$ cat config.mk
export PLATFORM = sky130hd
export DESIGN_NAME = game_timer_bcd
export DESIGN_NICKNAME = d
export VERILOG_FILES = /design/src/rtl/game_timer_bcd.sv
export SDC_FILE = /design/constraint.sdc
export NUM_CORES = 1
export LEC_CHECK = 0
export ABC_AREA = 1
export CORE_MARGIN = 2
export CORE_UTILIZATION = 40
export CTS_BUF_LIST = sky130_fd_sc_hd__clkbuf_4 sky130_fd_sc_hd__clkbuf_8
export CTS_CLUSTER_DIAMETER = 120
export DETAILED_ROUTE_END_ITERATION = 8
export PLACE_DENSITY = 0.63
export SYNTH_ARGS = -nofsm -noshare
export SYNTH_HDL_FRONTEND = slang
export SYNTH_SLANG_ARGS = --single-unit
export TNS_END_PERCENT = 100
$ cat constraint.sdc
create_clock -name clk -period 1.8 [get_ports clk]
set_input_delay 0.36 -clock clk [delete_from_list [all_inputs] [get_ports clk]]
set_output_delay 0.36 -clock clk [all_outputs]
set_load 0.02 [all_outputs]
$ cat src/rtl/game_timer_bcd.sv
// Basketball game clock: MM:SS BCD countdown with a 1 Hz time base,
// start/pause and reload-to-preset keys, and an expiry flag and pulse.
module game_timer_bcd #(
    parameter int CLK_HZ     = 50_000_000,
    parameter int PRESET_MIN = 12,
    parameter int PRESET_SEC = 0
) (
    input  logic       clk,
    input  logic       rst,
    input  logic       key_start,
    input  logic       key_load,
    output logic [3:0] data3,
    output logic [3:0] data2,
    output logic [3:0] data1,
    output logic [3:0] data0,
    output logic       running,
    output logic       done,
    output logic       done_pulse
);

    localparam int DIV_W = (CLK_HZ > 1) ? $clog2(CLK_HZ) : 1;
    localparam logic [DIV_W-1:0] DIV_MAX = DIV_W'(CLK_HZ - 1);
    localparam logic [15:0] PRESET_BCD = {4'(PRESET_MIN / 10), 4'(PRESET_MIN % 10),
                                          4'(PRESET_SEC / 10), 4'(PRESET_SEC % 10)};

    typedef enum logic [1:0] {IDLE, RUN, PAUSE, DONE} state_t;

    state_t           state, state_nxt;
    logic             start_hist, load_hist;
    logic             start_press, load_press;
    logic [DIV_W-1:0] div_cnt;
    logic [15:0]      time_bcd;
    logic             tick, expire;

    // BCD borrow chain: SS wraps 00 -> 59, borrowing into the minutes.
    function automatic logic [15:0] bcd_dec(input logic [15:0] t);
        logic [3:0] m10, m1, s10, s1;
        logic       b;
        {m10, m1, s10, s1} = t;
        b = (s1 == 4'd0);
        s1 = b ? 4'd9 : s1 - 4'd1;
        if (b) begin
            b = (s10 == 4'd0);
            s10 = b ? 4'd5 : s10 - 4'd1;
            if (b) begin
                b = (m1 == 4'd0);
                m1 = b ? 4'd9 : m1 - 4'd1;
                if (b)
                    m10 = m10 - 4'd1;
            end
        end
        return {m10, m1, s10, s1};
    endfunction

    assign start_press = key_start & ~start_hist;
    assign load_press  = key_load & ~load_hist;
    assign tick        = (state == RUN) && (div_cnt == DIV_MAX) && !load_press;
    assign expire      = tick && (time_bcd == 16'h0001);

    always_comb begin
        state_nxt = state;
        if (load_press) begin
            state_nxt = IDLE;
        end else begin
            case (state)
                IDLE:    if (start_press) state_nxt = (time_bcd == 16'h0000) ? DONE : RUN;
                RUN:     if (expire) state_nxt = DONE;
                         else if (start_press) state_nxt = PAUSE;
                PAUSE:   if (start_press) state_nxt = RUN;
                DONE:    state_nxt = DONE;
                default: state_nxt = IDLE;
            endcase
        end
    end

    always_ff @(posedge clk) begin
        if (rst)
            state <= IDLE;
        else
            state <= state_nxt;
    end

    always_ff @(posedge clk) begin
        if (rst) begin
            start_hist <= 1'b0;
            load_hist  <= 1'b0;
            div_cnt    <= '0;
            time_bcd   <= PRESET_BCD;
            running    <= 1'b0;
            done       <= 1'b0;
            done_pulse <= 1'b0;
        end else begin
            start_hist <= key_start;
            load_hist  <= key_load;
            running    <= (state_nxt == RUN);
            done       <= (state_nxt == DONE);
            done_pulse <= (state_nxt == DONE) && (state != DONE);
            if (load_press) begin
                div_cnt  <= '0;
                time_bcd <= PRESET_BCD;
            end else if (state == RUN) begin
                // Divider only advances in RUN, so PAUSE keeps the partial second.
                div_cnt <= tick ? '0 : div_cnt + DIV_W'(1);
                if (tick)
                    time_bcd <= bcd_dec(time_bcd);
            end
        end
    end

    assign {data3, data2, data1, data0} = time_bcd;

endmodule

Word level (Yosys, flattened, before mapping). Cells that the tools add are included.

Memory bits (writable): 0. Flip-flop bits (word level): 49. Memory bits (read-only): 0. Memories: 0. Latch bits: 0. Output and inout bits: 19.

Bitwise logic cells: 4. Reductions and logical operators: 15. Magnitude comparators: 0. Shift operators: 0. Multiply operators: 0. Muxes and demuxes: 11. Div/mod/pow operators: 0. Equality and inequality tests: 8. $add $sub $neg: 5.

Operators with widths (number): 26-bit by 1-bit adder with 26-bit output (second input constant) (1); 26-bit == test (second input constant) (1); 26-bit two-way mux (1); 16-bit by 1-bit == test with 1-bit output (second input constant) (1); 16-bit zero test (1); 4-bit by 1-bit subtractor with 4-bit output (second input constant) (4); 4-bit zero test (3); 2-bit two-way mux (6); 4-bit two-way mux (3); 2-bit case mux with 4 select lines (1); 2-bit == test (second input constant) (3); 5-bit AND reduction (1); 2-bit by 1-bit == test with 1-bit output (second input constant) (2); 1-bit logical AND (4); 4-bit AND reduction (1); 3-bit AND reduction (1); 1-bit AND (2); 2-bit zero test (1); 2-bit != test (second input constant) (1); 1-bit NOT (2); 2-bit AND reduction (1); 2-bit OR reduction (1); 1-bit zero test (1).

Longest topological paths before layout. Gate-level depths: netlist of the first run.

Depth in word-level cells: 10. Gate-level depth with buffers: 11. Depth with buffers taken out: 11.

Least setup slack after synthesis of the first run. OpenSTA, ideal clock, no wires.

Kind: flip-flop to flip-flop. Start: register div_cnt[0]. End: register div_cnt[15]. Data arrival time: 1.347 ns. Setup time: 0.121 ns. Path buffers: 1. Slack: 0.332 ns. Data required time: 1.679 ns. Stages on the path, launching flop included: 12. Clock period less this slack: 1.468 ns. Cell sequence: dfxtp_1 -> ha_1 -> nand2_1 -> nor2_1 -> nand2_1 -> nor2_4 -> nand2_4 -> nand2_1 -> inv_1 -> buf_4 -> o21ai_0 -> a21oi_1.

Longest elaborated chain between the ends: 4. Elaborated cells on any way between the ends: 5.

RTL lines: from (decl) (RTL line 31) `logic [DIV_W-1:0] div_cnt;`; from (signal assigned) (RTL line 103) `div_cnt <= tick ? '0 : div_cnt + DIV_W'(1);`; parallel branches: the longest is 3 deep, another holds 26-bit by 1-bit adder with 26-bit output; 26-bit two-way mux (*) (RTL line 103).

Mark *: on every way between the ends. A chain may end at the register's enable or synchronous reset.

Worst setup path after layout of the first run.
Start: register time_bcd[0]. End: output port data0[0].

RTL lines: from (decl) (RTL line 32) `logic [15:0] time_bcd;`; from (signal assigned) (RTL line 105) `time_bcd <= bcd_dec(time_bcd);`; to (decl) (RTL line 15) `output logic [3:0] data0,`.

No word-level cell between the ends.

==> out/qor.yml, run 1 <==
status:
  status: "completed"
drt:
  drc: 0
  drt_iter0_markers: 141
  viasPerCell: 4.80
  totalWireLength_um: 5560
  antenna_left: 0
  via_count: 2359
  wire_per_inst_um: 11.3
  drt_first_pass_iters: 4
sta:
  worstMarginPinSlew_ns: 0.403
  hold_ws_ns: 0.462
  slew_violations: 0
  period_share_pct: 94.9
  finalClockSkew_ns: 0.00915
  max-slew-margin-rel_pct: 72.9
  fin_crit_ns: 1.71
  hold_viol: 0
  setup_viol: 0
  rsz0062_at_grt: "no"
  fmax_ghz: 0.585
worst_setup_path:
  crit_path_end_kind: "output pin"
  cpPeakStageDelay_ns: 0.64
  worstReg2RegStart: "div_cnt[0]$_SDFFE_PP0N_"
  r2r_cells: 11
  worstPathMaxFanout: 5
  setup.worst_path.end: "data0[0]"
  cpMaxStageDelayCell: "clkdlybuf4s50_1"
  r2r_end: "div_cnt[23]$_SDFFE_PP0N_"
  setup.worst_path.start: "time_bcd[0]$_SDFFE_PP0P_"
  startpoint_type: "register"
  cpLargestDelayFamily: "buffers and inverters"
  criticalPathCategory: "reg -> out"
  worst-r2r-setup-slack_ns: 0.17
  path_depth: 1
  required_ns: 1.44
  cp_num_buf_inv: 1
  arrival_ns: 1.35
  crit_chain: "clkdlybuf4s50_1"
layout:
  num-nets-final: 420
  post-route-util_pct: 49.0
  multi_input_area_um2: 1360
  layout-drive-gt1-share_pct: 13.0
  seq_area_um2: 987
  antenna_cells: 0
  fillers: 621
  area_growth_pct: 19.3
  fin_area_um2: 3080
  fin_cells: 491
die:
  dieArea_um2: 7110
  die_w_um: 84.3
  boundaryPins: 23
  start_util_pct: 41.1
  fp.coreArea_um2: 6280
  rows: 29
  chipHeight_um: 84.3
synth:
  synth_nets: 387
  synth_top_cell_by_area: "dfxtp_1"
  yosys_register_bits: 49
  synth_cell_types: 36
  synth_edf_count: 0
  synth_seq_area_share_pct: 38.0
  synthCells: 380
  async_reset_ff_share_pct: 0
  synth_top_flop_cell: "dfxtp_1"
  synth.avg_cell_area_um2: 6.79
  syn_area_um2: 2580
  synth_area_leaders: "dfxtp_1, nand2_1, nor2_1, inv_1, a21oi_1"
  synth_warnings: 0
  synth_top_area_share_pct: 38.0
clock_network:
  clk_pin_slew_worst_paths_ns: 0.09
  cts.root.buffer_cell: "clkbuf_8"
  clkLatencyLatePin_ns: 0.29
  cts_sinks: 49
  numCtsBuffers: 5
  cts_setup_buffers: 0
  h-tree-depth: 2
  postCtsHoldBufs: 0
  cts_tree: "yes"
  cts_buffer_depth: 2
  cts_resized: 0
grt:
  antenna_found_initial: 0
  grt_start_max_net_pins: 15
  grt_pass1_wl_um: 10100
  grt-ovfl-total: 0
  grt.total_usage_pct: 17.0
  first_global_vias: 2231
placement:
  portBuffers: 22
  gp_congestion: 0.836
  placedCellCount: 483
  placed_area_um2: 2950
  dpl.hpwl_um: 4350
power:
  ir_drop_mv: 0.363
  leakagePower_nw: 1.21
  power.density_nw_per_um2: 663
worst_hold_path:
  holdCritPathClass: "reg -> reg"
job:
  drv_cap: 0
## cells in the mapped netlist, types with 3 or more instances
| cell | count |
|---|---|
| nand3_2 | 4 |
| nor2_1 | 66 |
| nor2_4 | 4 |
| nand4_1 | 7 |
| nor3_1 | 11 |
| nand3_1 | 18 |
| o21ai_0 | 8 |
| buf_2 | 3 |
| ha_1 | 3 |
| nand2_1 | 87 |
| xor2_1 | 3 |
| nor2_2 | 9 |
| a21oi_1 | 24 |
| inv_1 | 53 |
| nand2_2 | 3 |
| dfxtp_1 | 49 |
## flip-flops by register name, indices dropped and copies added, names as in the netlist
register / flops
div_cnt: 26
done: 1
done_pulse: 1
load_hist: 1
running: 1
start_hist: 1
state: 2
time_bcd: 16
## worst min path at each step
| stage | from | to | slack [ns] | cells past startpoint |
|---|---|---|---|---|
| 6_report | div_cnt[15]$_SDFFE_PP0N_ | div_cnt[15]$_SDFFE_PP0N_ | 0.46 | 1 |
| 3_3_place_gp | time_bcd[5]$_SDFFE_PP0P_ | time_bcd[5]$_SDFFE_PP0P_ | 0.47 | 2 |
| 4_1_cts | time_bcd[4]$_SDFFE_PP0P_ | time_bcd[4]$_SDFFE_PP0P_ | 0.49 | 2 |
| 5_1_grt | time_bcd[12]$_SDFFE_PP1P_ | time_bcd[12]$_SDFFE_PP1P_ | 0.50 | 2 |
| 3_5_place_dp | time_bcd[4]$_SDFFE_PP0P_ | time_bcd[4]$_SDFFE_PP0P_ | 0.47 | 2 |
| 2_1_floorplan | rst | load_hist$_SDFF_PP0_ | 0.43 | 1 |
## power breakdown
| part | leakage, nW | switching, mW | internal, mW |
|---|---|---|---|
| combinational | 0.754 | 0.0658 | 0.0456 |
| sequential | 0.398 | 0.00582 | 1.09 |
| clock | 0.0619 | 0.361 | 0.469 |
## metal layers
metal	up-vias	GRT usage, %	part of all wire (%)
met5	-	0	0
met1	1061	24.9	53
met2	40	25.8	42
met4	0	4.69	0.95
li1	1254	-	-
met3	4	2.95	3.9
## cell usage in the layout, fill, tap and decap left out, types with 2 or more instances in the layout
master | Yosys | final
ha_1 | 3 | 3
o21ai_1 | 2 | 2
nand2_1 | 87 | 87
o21a_1 | 2 | 2
and3_1 | 2 | 2
a21oi_1 | 24 | 24
nand2_2 | 3 | 3
nand3_2 | 4 | 4
nand2_4 | 2 | 2
nand4_1 | 7 | 7
buf_4 | 1 | 8
inv_2 | 2 | 2
clkbuf_8 | 0 | 6
nand3_1 | 18 | 18
xor2_1 | 3 | 3
nor3b_1 | 2 | 2
nor2_1 | 66 | 66
a21oi_4 | 2 | 2
dfxtp_1 | 49 | 44
nor2_2 | 9 | 9
inv_1 | 53 | 53
dfxtp_2 | 0 | 5
nor3_1 | 11 | 11
nor2_4 | 4 | 4
nand3b_1 | 2 | 2
o21ai_0 | 8 | 8
clkdlybuf4s50_1 | 0 | 22
## kinds of logic after synthesis
group | Yosys count | synth area share, %
xor+xnor | 4 | 1.36
fa+ha+maj | 3 | 1.46
flops | 49 | 38.0
buf+inv | 62 | 9.36
compound gates | 40 | 9.07
simple gates | 222 | 40.7
## cell type report
cell class	instances	area share, %
timing repair buffer	31	9.76
multi-input combinational	269	44.1
tap	77	3.13
sequential	49	32.1
clock buffer	7	2.93
inverter	57	6.99
clock inverter	1	0.976
## metrics by stage
stage | TNS, ns | setup WS (ns) | power, mW
6_report | 0 | 0.0919 | 2.04
3_5_place_dp | -2.37 | -0.121 | 1.23
5_1_grt | 0 | 0.00157 | 2.13
3_3_place_gp | -1.80 | -0.107 | 1.23
2_1_floorplan | 0 | 0.332 | 1.19
4_1_cts | 0 | 0.0749 | 2.06
Power figures use the tool's default switching activity.
==> inputs of run 2 (changes only) <==
Settings changed: ABC_CLOCK_PERIOD_IN_PS set to 1800, CORE_MARGIN 2 to 4.
==> run 2 against run 1 <==
Compared with the run above:
- register-to-register slack got worse by 0.05 ns
- combinational power fell by 5%
- sequential share of layout area rose by 0.27 points
- design area fell by 1.3%
- hold slack better by 0.019 ns
- critical endpoint is now data2[3]
==> out/qor.yml, run 2 (synthesis results as in run 1) <==
status:
  status: "completed"
placement:
  place_ws_ns: -0.190  # -0.0687 ns
  dpl.hpwl_um: 4370  # +0.37%
  portBuffers: 22  # unchanged
  gp_congestion: 0.885  # +5.9%
sta:
  fin_ws_ns: 0.104  # +0.0124 ns
  hold_viol: 0  # unchanged
  period_share_pct: 94.2  # -0.69 points
  finalClockSkew_ns: 0.00532  # -0.00384 ns
  fin_crit_ns: 1.70  # -0.0124 ns
  fmax_ghz: 0.590  # +0.73%
  worstMarginPinSlew_ns: 0.402  # -0.00138 ns
  slew_violations: 0  # unchanged
  rsz0062_at_grt: "yes"
  setup_viol: 0  # unchanged
  fin_setup_tns_ns: 0  # unchanged
  max-slew-margin-rel_pct: 73.0  # +0.093 points
worst_setup_path:
  cpLargestDelayFamily: "buffers and inverters"
  startpoint_type: "register"
  cpMaxStageDelayCell: "clkdlybuf4s50_1"
  crit_chain: "clkdlybuf4s50_1"
  worst-r2r-setup-slack_ns: 0.12  # -0.05 ns
  crit_path_end_kind: "output pin"
  arrival_ns: 1.34  # about the same
  worstPathMaxFanout: 5  # unchanged
  cp_num_buf_inv: 1  # unchanged
  criticalPathCategory: "reg -> out"
  cpPeakStageDelay_ns: 0.63  # about the same
  required_ns: 1.44  # about the same
grt:
  grt_start_max_net_pins: 15  # unchanged
  antenna_found_initial: 0  # unchanged
  first_global_vias: 2210  # -0.94%
  grt.total_usage_pct: 16.0  # -1.1 points
  grt_pass1_wl_um: 9940  # -1.9%
  grt-ovfl-total: 0  # unchanged
clock_network:
  cts_tree: "yes"
  numCtsBuffers: 5  # unchanged
  cts.root.buffer_cell: "clkbuf_8"
  cts_setup_buffers: 0  # unchanged
  cts_sinks: 49  # unchanged
  clk_pin_slew_worst_paths_ns: 0.09  # about the same
  h-tree-depth: 2  # unchanged
  clkLatencyLatePin_ns: 0.30  # about the same
  cts_buffer_depth: 2  # unchanged
  cts_resized: 0  # unchanged
  postCtsHoldBufs: 0  # unchanged
die:
  dieArea_um2: 7800  # +9.7%
  die_w_um: 88.3  # +4.7%
  fp.coreArea_um2: 6100  # -2.9%
  start_util_pct: 42.3  # +1.2 points
  chipHeight_um: 88.3  # +4.7%
  boundaryPins: 23  # unchanged
  rows: 28  # -3.4%
layout:
  antenna_cells: 0  # unchanged
  layout_common_cells: "nand2_1, nor2_1, inv_1, dfxtp_1, a21oi_1"
  num-nets-final: 417  # -0.71%
  largest_register: "div_cnt"
  largest_register_ffs: 26  # unchanged
  final_common_cell: "nand2_1"
  layout-drive-gt1-share_pct: 12.4  # -0.63 points
  fillers: 630  # +1.4%
  area_growth_pct: 17.7
  reg.largest.list: "div_cnt: 26 flops, time_bcd: 16 flops, state: 2 flops"
drt:
  viasPerCell: 4.94  # +2.8%
  drt_first_pass_iters: 4  # unchanged
  drc: 0  # unchanged
  drt_iter0_markers: 152  # +7.8%
  antenna_left: 0  # unchanged
  wl_met3_um: 224  # +3.7%
  wire_per_inst_um: 11.7  # +3.6%
  totalWireLength_um: 5700  # +2.6%
  top_layer_used: "met4"
  via_count: 2401  # +1.8%
  drt-met1-wl_um: 2900  # -1.4%
  dr_wl_met2_um: 2500  # +6.5%
power:
  power.density_nw_per_um2: 633  # -4.4%
  leakagePower_nw: 1.18  # -3.2%
  p_comb_share_pct: 5.5  # about the same
  ir_drop_mv: 0.382  # +5.2%
  switchingPower_uw: 445  # +3.0%
  seqPwrFrac_pct: 57.1  # +3.2 points
  clkPwrFrac_pct: 37.4  # -3.3 points
  p_int_mw: 1.48  # -8.0%
  swShare_pct: 23.1  # +1.9 points
worst_hold_path:
  holdCritPathClass: "reg -> reg"
job:
  drv_cap: 0  # unchanged
run 2: cell count changes in the layout (fill, tap and decap cells not counted), moves of 2 or more:
cell,before,now
buf_4,8,4
dfxtp_1,44,48
dfxtp_2,5,1
clkinvlp_4,0,2
nand2_1,87,85
nand2_2,3,5
run 2: worst paths after layout:
kind,cells past startpoint,start,endpoint
setup / recovery,1,time_bcd[11]$_SDFFE_PP0P_,data2[3]
hold / removal,2,time_bcd[4]$_SDFFE_PP0P_,time_bcd[4]$_SDFFE_PP0P_
setup reg to reg,10,div_cnt[1]$_SDFFE_PP0N_,div_cnt[13]$_SDFFE_PP0N_
hold reg to reg,2,time_bcd[4]$_SDFFE_PP0P_,time_bcd[4]$_SDFFE_PP0P_
run 2: layer usage:
metal | vias up | track usage (%)
li1 | 1247 | -
met1 | 1098 | 22.7
met2 | 49 | 24.5
met3 | 7 | 3.07
met4 | 0 | 4.67
met5 | - | 0
run 2: layout make-up:
cell class                      count  area [µm²]  area share (%)
Tap cell                           75        93.8            3.09
Multi-Input combinational cell    269        1370            45.1
Clock inverter                      1        5.00           0.165
Timing Repair inverter              1        7.51           0.247
Sequential cell                    49         982            32.4
Inverter                           57         219            7.21
Clock buffer                        7        96.3            3.17
Timing Repair Buffer               27         262            8.62
run 2: power groups by stage:
stage | combinational, mW | sequential (mW) | clock (mW)
after floorplan | 0.0630 | 1.12 | 0
after global placement | 0.101 | 1.12 | 0
after detailed placement | 0.100 | 1.12 | 0
after CTS | 0.101 | 1.10 | 0.740
after global routing | 0.116 | 1.10 | 0.801
final | 0.105 | 1.10 | 0.720
run 2: through the flow:
stage | total power, mW | hold slack (ns) | utilization, % | instances | cell area, µm²
after floorplan | 1.19 | 0.431 | - | 380 | 2580
after global placement | 1.22 | 0.470 | 47.7 | 477 | 2910
after detailed placement | 1.22 | 0.474 | 47.7 | 477 | 2910
after CTS | 1.94 | 0.489 | 49.3 | 485 | 3010
after global routing | 2.02 | 0.521 | 49.8 | 486 | 3040
final | 1.92 | 0.481 | 49.8 | 486 | 3040
